`src/rtl/add_share_arb_if.sv`:
```
// Requester/consumer bundle for add_share_arb: packed per-requester operands in,
// one registered sum out with the owning requester's index.
interface add_share_arb_if #(
    parameter int unsigned NREQ = 4,
    parameter int unsigned W    = 16
);
    logic [NREQ-1:0]         req_valid;
    logic [NREQ*W-1:0]       req_a;
    logic [NREQ*W-1:0]       req_b;
    logic [NREQ-1:0]         req_cin;
    logic [NREQ-1:0]         req_ready;
    logic                    rsp_valid;
    logic [W-1:0]            rsp_sum;
    logic [$clog2(NREQ)-1:0] rsp_id;
    logic                    rsp_ready;
    logic [15:0]             ops_done;

    modport master (
        output req_valid, req_a, req_b, req_cin, rsp_ready,
        input  req_ready, rsp_valid, rsp_sum, rsp_id, ops_done
    );

    modport slave (
        input  req_valid, req_a, req_b, req_cin, rsp_ready,
        output req_ready, rsp_valid, rsp_sum, rsp_id, ops_done
    );
endinterface

```
`src/rtl/add_share_arb.sv`:
```
// One Brent-Kung adder shared round-robin between four requesters, with a single
// registered result slot that drains and refills in the same cycle.
module bka_16_nocout (
    input  logic [15:0] a_i,
    input  logic [15:0] b_i,
    input  logic        cin_i,
    output logic [15:0] sum_o
);
    logic [15:0] g;
    logic [15:0] p;
    logic [15:0] pp;

    // g[i] ends as the carry out of bit i, with cin folded into bit 0.
    always_comb begin
        pp = a_i ^ b_i;
        g  = a_i & b_i;
        p  = pp;
        g[0] = g[0] | (p[0] & cin_i);
        for (int l = 0; l < 4; l++) begin
            for (int i = 0; i < 16; i++) begin
                int j;
                j = (i >= (1 << l)) ? i - (1 << l) : 0;
                if (((i + 1) % (2 << l)) == 0) begin
                    g[i] = g[i] | (p[i] & g[j]);
                    p[i] = p[i] & p[j];
                end
            end
        end
        for (int l = 2; l >= 0; l--) begin
            for (int i = 0; i < 16; i++) begin
                int j;
                j = (i >= (1 << l)) ? i - (1 << l) : 0;
                if ((i >= (3 * (1 << l)) - 1) && (((i + 1 - (1 << l)) % (2 << l)) == 0)) begin
                    g[i] = g[i] | (p[i] & g[j]);
                    p[i] = p[i] & p[j];
                end
            end
        end
        sum_o = pp ^ {g[14:0], cin_i};
    end
endmodule

module add_share_arb #(
    parameter int unsigned NREQ = 4,
    parameter int unsigned W    = 16
) (
    input logic            clk,
    input logic            rst,
    add_share_arb_if.slave bus
);
    typedef enum logic {StEmpty = 1'b0, StFull = 1'b1} state_e;

    state_e      state_q, state_d;
    logic [W-1:0] sum_q, sum_d;
    logic [1:0]  id_q, id_d;
    logic [1:0]  rr_ptr_q, rr_ptr_d;
    logic [15:0] ops_q, ops_d;

    logic         accept;
    logic         drain;
    logic         gnt_any;
    logic         grant_fire;
    logic [1:0]   gnt_idx;
    logic [1:0]   cand;
    logic [W-1:0] op_a;
    logic [W-1:0] op_b;
    logic         op_cin;
    logic [W-1:0] add_sum;

    assign accept = (state_q == StEmpty) | bus.rsp_ready;
    assign drain  = (state_q == StFull) & bus.rsp_ready;

    // Descending scan so the closest requester at or after rr_ptr wins.
    always_comb begin
        gnt_any = 1'b0;
        gnt_idx = rr_ptr_q;
        cand    = rr_ptr_q;
        for (int k = NREQ - 1; k >= 0; k--) begin
            cand = rr_ptr_q + 2'(k);
            if (bus.req_valid[cand]) begin
                gnt_any = 1'b1;
                gnt_idx = cand;
            end
        end
    end

    assign grant_fire = accept & gnt_any & ~rst;

    always_comb begin
        bus.req_ready = '0;
        if (grant_fire) begin
            bus.req_ready[gnt_idx] = 1'b1;
        end
    end

    assign op_a   = bus.req_a[gnt_idx * W +: W];
    assign op_b   = bus.req_b[gnt_idx * W +: W];
    assign op_cin = bus.req_cin[gnt_idx];

    bka_16_nocout u_adder (
        .a_i   (op_a),
        .b_i   (op_b),
        .cin_i (op_cin),
        .sum_o (add_sum)
    );

    always_comb begin
        state_d  = state_q;
        sum_d    = sum_q;
        id_d     = id_q;
        rr_ptr_d = rr_ptr_q;
        ops_d    = ops_q;
        if (grant_fire) begin
            state_d  = StFull;
            sum_d    = add_sum;
            id_d     = gnt_idx;
            rr_ptr_d = gnt_idx + 2'd1;
        end else if (drain) begin
            state_d = StEmpty;
        end
        if (drain && (ops_q != 16'hFFFF)) begin
            ops_d = ops_q + 16'd1;
        end
    end

    always_ff @(posedge clk) begin
        if (rst) begin
            state_q  <= StEmpty;
            sum_q    <= '0;
            id_q     <= '0;
            rr_ptr_q <= '0;
            ops_q    <= '0;
        end else begin
            state_q  <= state_d;
            sum_q    <= sum_d;
            id_q     <= id_d;
            rr_ptr_q <= rr_ptr_d;
            ops_q    <= ops_d;
        end
    end

    assign bus.rsp_valid = (state_q == StFull);
    assign bus.rsp_sum   = sum_q;
    assign bus.rsp_id    = id_q;
    assign bus.ops_done  = ops_q;
endmodule

```
`src/flat_wrapper.sv`:
```
// flat-port wrapper written by rule: the top's interface ports become plain ports
module add_share_arb_flat 
#(
    parameter int unsigned NREQ = 4,
    parameter int unsigned W    = 16
)
  (clk, rst, bus_req_valid, bus_req_a, bus_req_b, bus_req_cin, bus_rsp_ready, bus_req_ready, bus_rsp_valid, bus_rsp_sum, bus_rsp_id, bus_ops_done);
  add_share_arb_if #(.NREQ(NREQ), .W(W)) bus_i ();
  input logic clk;
  input logic rst;
  input wire logic [$bits(bus_i.req_valid)-1:0] bus_req_valid;
  input wire logic [$bits(bus_i.req_a)-1:0] bus_req_a;
  input wire logic [$bits(bus_i.req_b)-1:0] bus_req_b;
  input wire logic [$bits(bus_i.req_cin)-1:0] bus_req_cin;
  input wire logic [$bits(bus_i.rsp_ready)-1:0] bus_rsp_ready;
  output wire logic [$bits(bus_i.req_ready)-1:0] bus_req_ready;
  output wire logic [$bits(bus_i.rsp_valid)-1:0] bus_rsp_valid;
  output wire logic [$bits(bus_i.rsp_sum)-1:0] bus_rsp_sum;
  output wire logic [$bits(bus_i.rsp_id)-1:0] bus_rsp_id;
  output wire logic [$bits(bus_i.ops_done)-1:0] bus_ops_done;
  assign bus_i.req_valid = bus_req_valid;
  assign bus_i.req_a = bus_req_a;
  assign bus_i.req_b = bus_req_b;
  assign bus_i.req_cin = bus_req_cin;
  assign bus_i.rsp_ready = bus_rsp_ready;
  assign bus_req_ready = bus_i.req_ready;
  assign bus_rsp_valid = bus_i.rsp_valid;
  assign bus_rsp_sum = bus_i.rsp_sum;
  assign bus_rsp_id = bus_i.rsp_id;
  assign bus_ops_done = bus_i.ops_done;
  add_share_arb #(.NREQ(NREQ), .W(W)) u_core (.clk(clk), .rst(rst), .bus(bus_i));
endmodule
```
`config.mk`:
```
export PLATFORM = sky130hd
export DESIGN_NAME = add_share_arb_flat
export DESIGN_NICKNAME = d
export VERILOG_FILES = /design/src/rtl/add_share_arb_if.sv /design/src/rtl/add_share_arb.sv /design/src/flat_wrapper.sv
export SDC_FILE = /design/constraint.sdc
export NUM_CORES = 1
export LEC_CHECK = 0
export CAP_MARGIN = 20
export CORE_MARGIN = 3
export CORE_UTILIZATION = 43
export DETAILED_ROUTE_END_ITERATION = 6
export PLACE_DENSITY = 0.88
export SETUP_SLACK_MARGIN = 0.2
export SLEW_MARGIN = 30
export SYNTH_ARGS = -nofsm -noshare
export SYNTH_HDL_FRONTEND = slang
export SYNTH_SLANG_ARGS = --single-unit
```
`constraint.sdc`:
```
create_clock -name clk -period 8.25 [get_ports clk]
set_clock_uncertainty 0.05 [all_clocks]
set_input_delay 0.825 -clock clk [delete_from_list [all_inputs] [get_ports clk]]
set_output_delay 0.825 -clock clk [all_outputs]
set_load 0.05 [all_outputs]
```
==> flow_summary.yaml, run 1 <==
status:
  status: "completed"
drt:
  drtIter0Drc: 165
  drt-total-wl_um: 10800
  vias_per_cell: 5.35
  drtPass1Iterations: 5
  drc: 0
  avgRoutedWirePerCell_um: 14.8
  ant_nets: 0
  num_vias: 3908
timing:
  hold_viol_final: 0
  worst_pin_slew_ps: 891
  setup_viol: 0
  setup_tns_ps: 0
  timing.hold.ws_ps: 413
  fin_crit_sh: 0.775
  maxClockFrequency_mhz: 156
  grt_setup_unrepaired: "false"
  fin_crit_ps: 6390
  drv_slew: 0
  slew_headroom: 0.405
layout:
  final_cell_mix: "177 x clkdlybuf4s50_1, 153 x nand2_1, 37 x dfxtp_1"
  drive_above_1_share: 0.0285
  fin_nets: 797
  utilization: 0.703
  fin_area_um2: 5150
  fillers: 598
  final_common_cell: "clkdlybuf4s50_1"
  syn2layout_area_growth_pct: 57.2
  antenna_cells: 0
clocking:
  postCtsSetupBuffers: 0
  cts_made_buffers: 5
  root_buffer: "clkbuf_8"
  cts.sinks: 37
  clockBufferDepth: 2
  insertion_delay_ps: 290
  cts-htree-levels: 2
  clkTransAtPathRegs_ps: 70
  cts-resized-gates: 0
  tritoncts: "done"
  cts_hold_buf: 0
worst_setup_path:
  reg2reg_from: "u_core.rr_ptr_q[1]"
  worst_r2r_endpoint: "u_core.bus.rsp_sum[12]"
  path_max_fanout: 66
  start_kind: "input port"
  reg2regPathDepth: 17
  cp-end-kind: "register"
  path_cells: "clkdlybuf4s50_1 -> nor3_1 -> a2111oi_4 -> nor2_4 -> clkinv_2 -> nand2_1 -> and3_1 -> a31oi_1 -> fa_1 -> fa_1 -> a21o_1 -> a21o_1 -> a21o_1 -> o311a_1 -> a311o_2 -> a31oi_1 -> fa_1 -> a211oi_1"
  cp.required_ps: 8380
  arrival_ps: 6530
  slowest_stage: "clkinv_2"
  crit_path_max_incr_delay_ps: 730
  rrSetupSlack_ps: 2590
  path_class: "input port to register"
place:
  hpwl_um: 8780
  io_buffer_count: 177
  post_dp_cell_area_um2: 5060
  gp_congestion: 0.888
global_routing:
  grt_max_degree: 67
  grt-ovfl-total: 0
  grt_pass1_vias: 3776
  grt_antenna_before_repair: 0
  track_usage: 0.238
  grt_first_pass_wirelength_um: 16800
pwr:
  finalPower_mw: 1.26
  ir_drop_v: 0.000152
  p_leak_nw: 2.12
  powerDensity_nw_per_um2: 244
synth:
  async_flop_share: 0
  yosysWarnings: 0
  synth_cells: 474
  synth_edf_count: 0
  synth_fp_nets: 639
  avgSynthCellArea_um2: 6.91
  yosysSeqAreaShare: 0.226
  ys_types: 42
  ys_ff_latch: 37
  syn-cell-area_um2: 3280
  synth-main-ff-cell: "dfxtp_1"
floorplan:
  core_area_um2: 7330
  rows: 31
  floorplan.initialDensity: 0.447
  io_pins: 178
  dieArea_um2: 8700
  die_h_um: 93.3
  fp.dieW_um: 93.3
run:
  drv_cap: 0
worst_hold_path:
  hold_path.class: "register to register"
  min_from: "u_core.bus.rsp_id[0]"
  hold_end: "u_core.bus.rsp_id[0]"
  min_path_cells: 2
-- cell families after synthesis --
family / synth area share
DFF: 0.226
adders and majority gates: 0.120
and+or+nand+nor: 0.399
xor gates and xnor gates: 0.0615
AOI/OAI and AO/OA: 0.141
buffers and inverters: 0.0519
-- critical path, delay by kind of cell --
kind	cells	cell delay (ps)
AOI/OAI and AO/OA	9	1950
adders and majority gates	3	1350
buffers and inverters	2	1240
and+or+nand+nor	4	1130
-- sequential cells by signal, summed over array words and instances (netlist names) --
| register | cells |
|---|---|
| u_core.rr_ptr_q | 2 |
| u_core.bus.rsp_valid | 1 |
| u_core.bus.rsp_sum | 16 |
| u_core.bus.ops_done | 16 |
| u_core.bus.rsp_id | 2 |
-- worst max-delay path by stage --
stage,slack [ps],start,depth (start not counted),endpoint
2_1_floorplan,3240,bus_req_valid[3],18,u_core.bus.rsp_sum[14]
3_3_place_gp,2020,bus_req_valid[0],16,u_core.bus.rsp_sum[14]
3_5_place_dp,1840,bus_req_valid[0],16,u_core.bus.rsp_sum[14]
4_1_cts,2080,bus_req_valid[0],16,u_core.bus.rsp_sum[12]
5_1_grt,1480,bus_req_valid[3],18,u_core.bus.rsp_sum[12]
6_report,1860,bus_req_valid[3],18,u_core.bus.rsp_sum[12]
-- layer usage --
layer | GRT usage | part of all wire | vias up
met5 | 0 | 0 | -
met4 | 0.0720 | 0.018 | 0
met3 | 0.0555 | 0.081 | 18
met2 | 0.451 | 0.54 | 165
met1 | 0.261 | 0.37 | 1802
li1 | - | - | 1923
-- cell usage after synthesis, drive strengths merged (6+ instances only) --
cell type	number	share of area
nand2	153	0.18
dfxtp	37	0.23
nor2	29	0.033
nand3	27	0.041
and3	21	0.040
a31oi	20	0.038
ha	17	0.065
xor2	16	0.043
clkbuf	15	0.017
o21ai	15	0.023
and2	14	0.027
buf	14	0.027
nand3b	11	0.025
a21oi	9	0.014
fa	9	0.055
nor3	9	0.014
inv	7	0.0080
nand4	7	0.013
xnor2	7	0.019
a211oi	6	0.014
a21o	6	0.014
-- per-stage QoR --
step / instances / setup slack, ps
floorplan: 474 / 3240
global placement: 724 / 2020
detailed placement: 724 / 1840
CTS: 731 / 2080
global route: 731 / 1480
finish: 731 / 1860
-- power by group --
part | switching [mW] | total [mW] | internal (mW) | leakage, nW
Sequential | 0.0210 | 0.236 | 0.215 | 0.304
Clock | 0.0602 | 0.126 | 0.0662 | 0.0443
Combinational | 0.525 | 0.894 | 0.369 | 1.77
-- cell type report --
class,instances,area (µm²),area share
well taps,99,124,0.0240
clock buffers,7,86.3,0.0168
repair buffers,180,1790,0.348
inverters,7,27.5,0.00534
flip-flops and latches,37,741,0.144
multi-input cells,401,2380,0.462
No activity file was read; power rests on OpenSTA's default activity.
==> run 2: changes to the inputs <==
Settings changed: CORE_UTILIZATION 43 to 36, PLACE_DENSITY 0.88 to 0.78.
Clock period 8.25 ns to 5.3 ns, I/O delays scaled along.
==> run 2 against run 1 <==
Compared with the run above:
- worst setup slack got worse by 1500 ps
- first-iteration DRC count fell by 0.61%
- global-route usage fell by 3.1 points
- critical endpoint unchanged
- non-clock buffer count rose by 18
- core utilization fell by 9.2 points
- combinational power rose by 64%
- critical path type unchanged
- register-to-register slack got worse by 1800 ps
- critical path depth did not move
- design area rose by 3.9%
==> flow_summary.yaml, run 2 (synthesized netlist as in run 1, its figures left out) <==
global_routing:
  grt-ovfl-total: 0
  grt_max_degree: 53
  track_usage: 0.208
  grt_antenna_before_repair: 0
  grt_first_pass_wirelength_um: 17300
  grt_pass1_vias: 3818
timing:
  worst_slack_ps: 388
  drv_slew: 0
  grt_setup_unrepaired: "false"
  hold_viol_final: 0
  worst_pin_slew_ps: 633
  maxClockFrequency_mhz: 204
  slew_headroom: 0.578
  fin_crit_ps: 4910
  fin_crit_sh: 0.927
  setup_viol: 0
pwr:
  ir_drop_v: 0.000180
  finalPower_mw: 2.05
  p_leak_nw: 2.24
  powerDensity_nw_per_um2: 384
clocking:
  cts-htree-levels: 2
  clkTransAtPathRegs_ps: 70
  root_buffer: "clkbuf_8"
  cts_made_buffers: 5
  clockBufferDepth: 2
  insertion_delay_ps: 290
  tritoncts: "done"
  cts.sinks: 37
drt:
  num_vias: 3867
  vias_per_cell: 5.09
  drtPass1Iterations: 4
  avgRoutedWirePerCell_um: 14.6
  drtIter0Drc: 164
  drc: 0
  drt-total-wl_um: 11100
  ant_nets: 0
worst_setup_path:
  path_max_fanout: 11
  cp-end-kind: "register"
  cp.required_ps: 5450
  rrSetupSlack_ps: 840
  arrival_ps: 5070
  path_class: "input port to register"
  start_kind: "input port"
floorplan:
  rows: 34
  floorplan.initialDensity: 0.374
  core_area_um2: 8760
  fp.dieW_um: 101
  io_pins: 178
  die_h_um: 101
  dieArea_um2: 10300
place:
  gp_congestion: 0.894
  io_buffer_count: 177
  post-place-ws_ps: -56.3
  hpwl_um: 9060
layout:
  fin_nets: 815
  antenna_cells: 0
  syn2layout_area_growth_pct: 63.3
  fillers: 797
  final_common_cell: "clkdlybuf4s50_1"
  drive_above_1_share: 0.0614
  final_cell_mix: "176 x clkdlybuf4s50_1, 153 x nand2_1, 37 x dfxtp_1"
worst_hold_path:
  hold_path.class: "register to register"
run:
  drv_cap: 0
status:
  status: "completed"
## run 2: final cells by class
cell class	count	area, µm²	area share
clock buffer	7	96.3	0.0180
clock inverter	1	5.00	0.000935
inverter	7	28.8	0.00538
multi-input combinational	401	2400	0.449
sequential	37	741	0.138
tap	108	135	0.0253
timing repair buffer	198	1940	0.363
## run 2: worst paths after layout
check / startpoint / end / cells past startpoint
setup / recovery: bus_req_valid[2] / u_core.bus.rsp_sum[12] / 18
hold / removal: u_core.bus.rsp_id[0] / u_core.bus.rsp_id[0] / 2
setup reg to reg: u_core.rr_ptr_q[1] / u_core.bus.rsp_sum[12] / 17
hold reg to reg: u_core.bus.rsp_id[0] / u_core.bus.rsp_id[0] / 2
## run 2: critical path, stage by stage
cell and delay [ps]:
clkdlybuf4s50_1 490, nor2b_1 180, o21a_1 210, nor2_4 250, inv_4 110, nand2_1 90, and3_1 160, a31oi_1 60
fa_1 450, fa_1 400, a21o_1 170, a21o_1 200, a21o_1 190, o311a_1 300, a311o_2 370, a31oi_1 220
fa_1 450, a211oi_1 210
## run 2: layer usage
| metal | vias up | global-route usage | share of wire |
|---|---|---|---|
| met5 | - | 0 | 0 |
| met4 | 0 | 0.0501 | 0.020 |
| met3 | 16 | 0.0489 | 0.071 |
| met2 | 146 | 0.392 | 0.52 |
| li1 | 1957 | - | - |
| met1 | 1748 | 0.234 | 0.39 |
## run 2: power breakdown
| part | leakage, nW | switching, mW | internal, mW |
|---|---|---|---|
| combinational | 1.88 | 0.834 | 0.639 |
| clock | 0.0542 | 0.0999 | 0.118 |
| sequential | 0.304 | 0.0303 | 0.334 |
| total | 2.24 | 0.965 | 1.09 |
## run 2: per-stage QoR
step	hold WS (ps)	cells	util	setup TNS (ps)	cell area [µm²]
detailed placement	396	746	0.592	-56.3	5180
CTS	407	754	0.603	0	5290
finish	404	759	0.611	0	5350
floorplan	463	474	-	0	3280
global route	447	759	0.611	0	5350
global placement	398	746	0.592	0	5180
## run 2: repair_timing
item / in CTS / in global routing
endpoints found under the setup margin: 0 / 5
hold buffers: 0 / 0
buffers inserted: 0 / 5
resized for setup: 0 / 5
==> run 3: changes to the inputs <==
Settings changed: CORE_UTILIZATION 36 to 37, PLACE_DENSITY 0.78 to 0.79, SYNTH_HIERARCHICAL set to 1.
==> run 3 against run 2 <==
Compared with the run above:
- sequential share of layout area up 0.13 points
- worst setup slack better by 470 ps
- worst hold slack worse by 4.0 ps
- core utilization is 0.85 points lower
- maximum frequency increased by 11%
- sequential power is 5.5% higher
- global-route usage down 0.46 points
- wire length fell by 3.8%
- clock-buffer cell count unchanged
- highest routed layer unchanged
==> flow_summary.yaml, run 3 <==
status:
  status: "completed"
clocking:
  cts-resized-gates: 0
  clockBufferDepth: 2
  tritoncts: "done"
  root_buffer: "clkbuf_8"
  cts.sinks: 37
  insertion_delay_ps: 290
  cts-htree-levels: 2
  cts_made_buffers: 5
  postCtsSetupBuffers: 0
  cts_hold_buf: 0
  clkTransAtPathRegs_ps: 70
drt:
  drt-total-wl_um: 10700
  ant_nets: 0
  vias_per_cell: 5.17
  avgRoutedWirePerCell_um: 15.3
  drtPass1Iterations: 4
  num_vias: 3600
  drc: 0
  drtIter0Drc: 141
layout:
  final_common_cell: "clkdlybuf4s50_1"
  syn2layout_area_growth_pct: 56.1
  final_cell_mix: "177 x clkdlybuf4s50_1, 51 x nand2b_1, 39 x nand2_1"
  multiInputGateArea_um2: 2440
  stdcell_count: 696
  fillers: 781
  regArea_um2: 741
  drive_above_1_share: 0.0442
  antenna_cells: 0
  fin_nets: 748
synth:
  ys_ff_latch: 37
  ys_types: 48
  synth_fp_nets: 586
  yosysSeqAreaShare: 0.218
  synth_top_area_frac: 0.218
  avgSynthCellArea_um2: 7.99
  synth.most_common_cell: "nand2b_1"
  ys_top_cells_by_area: "dfxtp_1 22%, mux2i_1 10%, nand2b_1 9.4%, a22oi_1 7.3%, a21oi_1 5.6%"
  yosysWarnings: 6
  synth_edf_count: 0
  synth_common_cells: "51 x nand2b_1, 39 x nand2_1, 38 x a21oi_1"
  yosysTopAreaCell: "dfxtp_1"
  synth-main-ff-cell: "dfxtp_1"
  async_flop_share: 0
  synth_cells: 425
  syn-cell-area_um2: 3400
pwr:
  p_leak_nw: 2.05
  powerDensity_nw_per_um2: 309
  ir_drop_v: 0.000121
timing:
  fin_crit_sh: 0.838
  drv_slew: 0
  grt_setup_unrepaired: "false"
  hold_viol_final: 0
  slew_headroom: 0.589
  timing.hold.ws_ps: 400
  setup_viol: 0
  maxClockFrequency_mhz: 225
  setup_tns_ps: 0
  worst_slack_ps: 861
  worst_pin_slew_ps: 611
  fin_crit_ps: 4440
worst_setup_path:
  cp-end-kind: "register"
  cp.required_ps: 5410
  path_max_fanout: 53
  arrival_ps: 4550
  path_class: "input port to register"
  start_kind: "input port"
place:
  gp_congestion: 0.817
  hpwl_um: 8910
  io_buffer_count: 177
  place_inst: 688
  post-place-ws_ps: 535
global_routing:
  grt_max_degree: 54
  use_met2: 0.356
  grt-ovfl-total: 0
  track_usage: 0.203
  grt_antenna_before_repair: 0
  gr-usage-met3: 0.0406
  grt_pass1_vias: 3594
  grt_first_pass_wirelength_um: 16900
  grtUsageMet1: 0.258
  grt.busiest_layer: "met2"
floorplan:
  fp.dieW_um: 102
  io_pins: 178
  floorplan.initialDensity: 0.386
  die_h_um: 102
  dieArea_um2: 10400
  rows: 34
  core_area_um2: 8810
worst_hold_path:
  hold_path.class: "register to register"
run:
  drv_cap: 0
-- run 3: cell count changes after synthesis, moves of 12 or more --
cell      change
and3_1       -18
nand2b_1     +51
nand3_1      -19
a21oi_1      +29
a22oi_1      +33
and2_1       -12
a31oi_1      -19
mux2i_1      +34
nand2_1     -114
-- run 3: routing by layer --
layer	vias up	wire length [µm]
met3	9	690
met1	1642	4470
met4	0	128
met2	126	5390
li1	1823	-
met5	-	0
-- run 3: critical path: stages --
cell             delay, ps
clkdlybuf4s50_1        470
nor2b_1                180
o21ai_1                210
o211a_4                430
buf_12                 290
mux2i_1                220
a22oi_1                130
fa_1                   510
a211oi_2               250
o211ai_1               130
a31o_1                 260
o31a_1                 260
fa_1                   390
xnor2_1                140
nand2_1                 50
o21ai_0                 80
-- run 3: final timing paths --
kind	start	end	slack, ps	cells after the start
worst max-delay path	bus_req_valid[2]	u_core/bus.rsp_sum[15]	860	16
worst min-delay path	u_core/bus.rsp_id[0]	u_core/bus.rsp_id[0]	400	2
worst max register to register	u_core/rr_ptr_q[0]	u_core/bus.rsp_sum[15]	1220	15
worst min register to register	u_core/bus.rsp_id[0]	u_core/bus.rsp_id[0]	400	2
-- run 3: stage by stage --
| stage | cell area [µm²] | power [mW] | util |
|---|---|---|---|
| after floorplan | 3400 | 1.08 | - |
| after global placement | 5200 | 1.41 | 0.591 |
| after detailed placement | 5200 | 1.43 | 0.591 |
| after CTS | 5300 | 1.65 | 0.602 |
| after global routing | 5300 | 1.75 | 0.602 |
| final | 5300 | 1.64 | 0.602 |
-- run 3: cell type report --
class,instances,area share
timing repair buffer,183,0.345
multi-input combinational,345,0.460
tap,108,0.0255
clock buffer,7,0.0182
clock inverter,1,0.000944
sequential,37,0.140
inverter,15,0.0106
-- run 3: power by group --
part	internal (mW)	switching, mW
registers	0.343	0.0414
clock network	0.118	0.0984
logic	0.445	0.592
-- run 3: kinds of logic after synthesis --
family / after synthesis / share of synthesized area
multiplexers: 34 / 0.100
AND/OR/NAND/NOR: 153 / 0.243
XOR/XNOR: 18 / 0.0464
buffers and inverters: 43 / 0.0678
flip-flops: 37 / 0.218
AO/OA/AOI/OAI: 118 / 0.224
adder cells (fa/ha/maj): 22 / 0.101
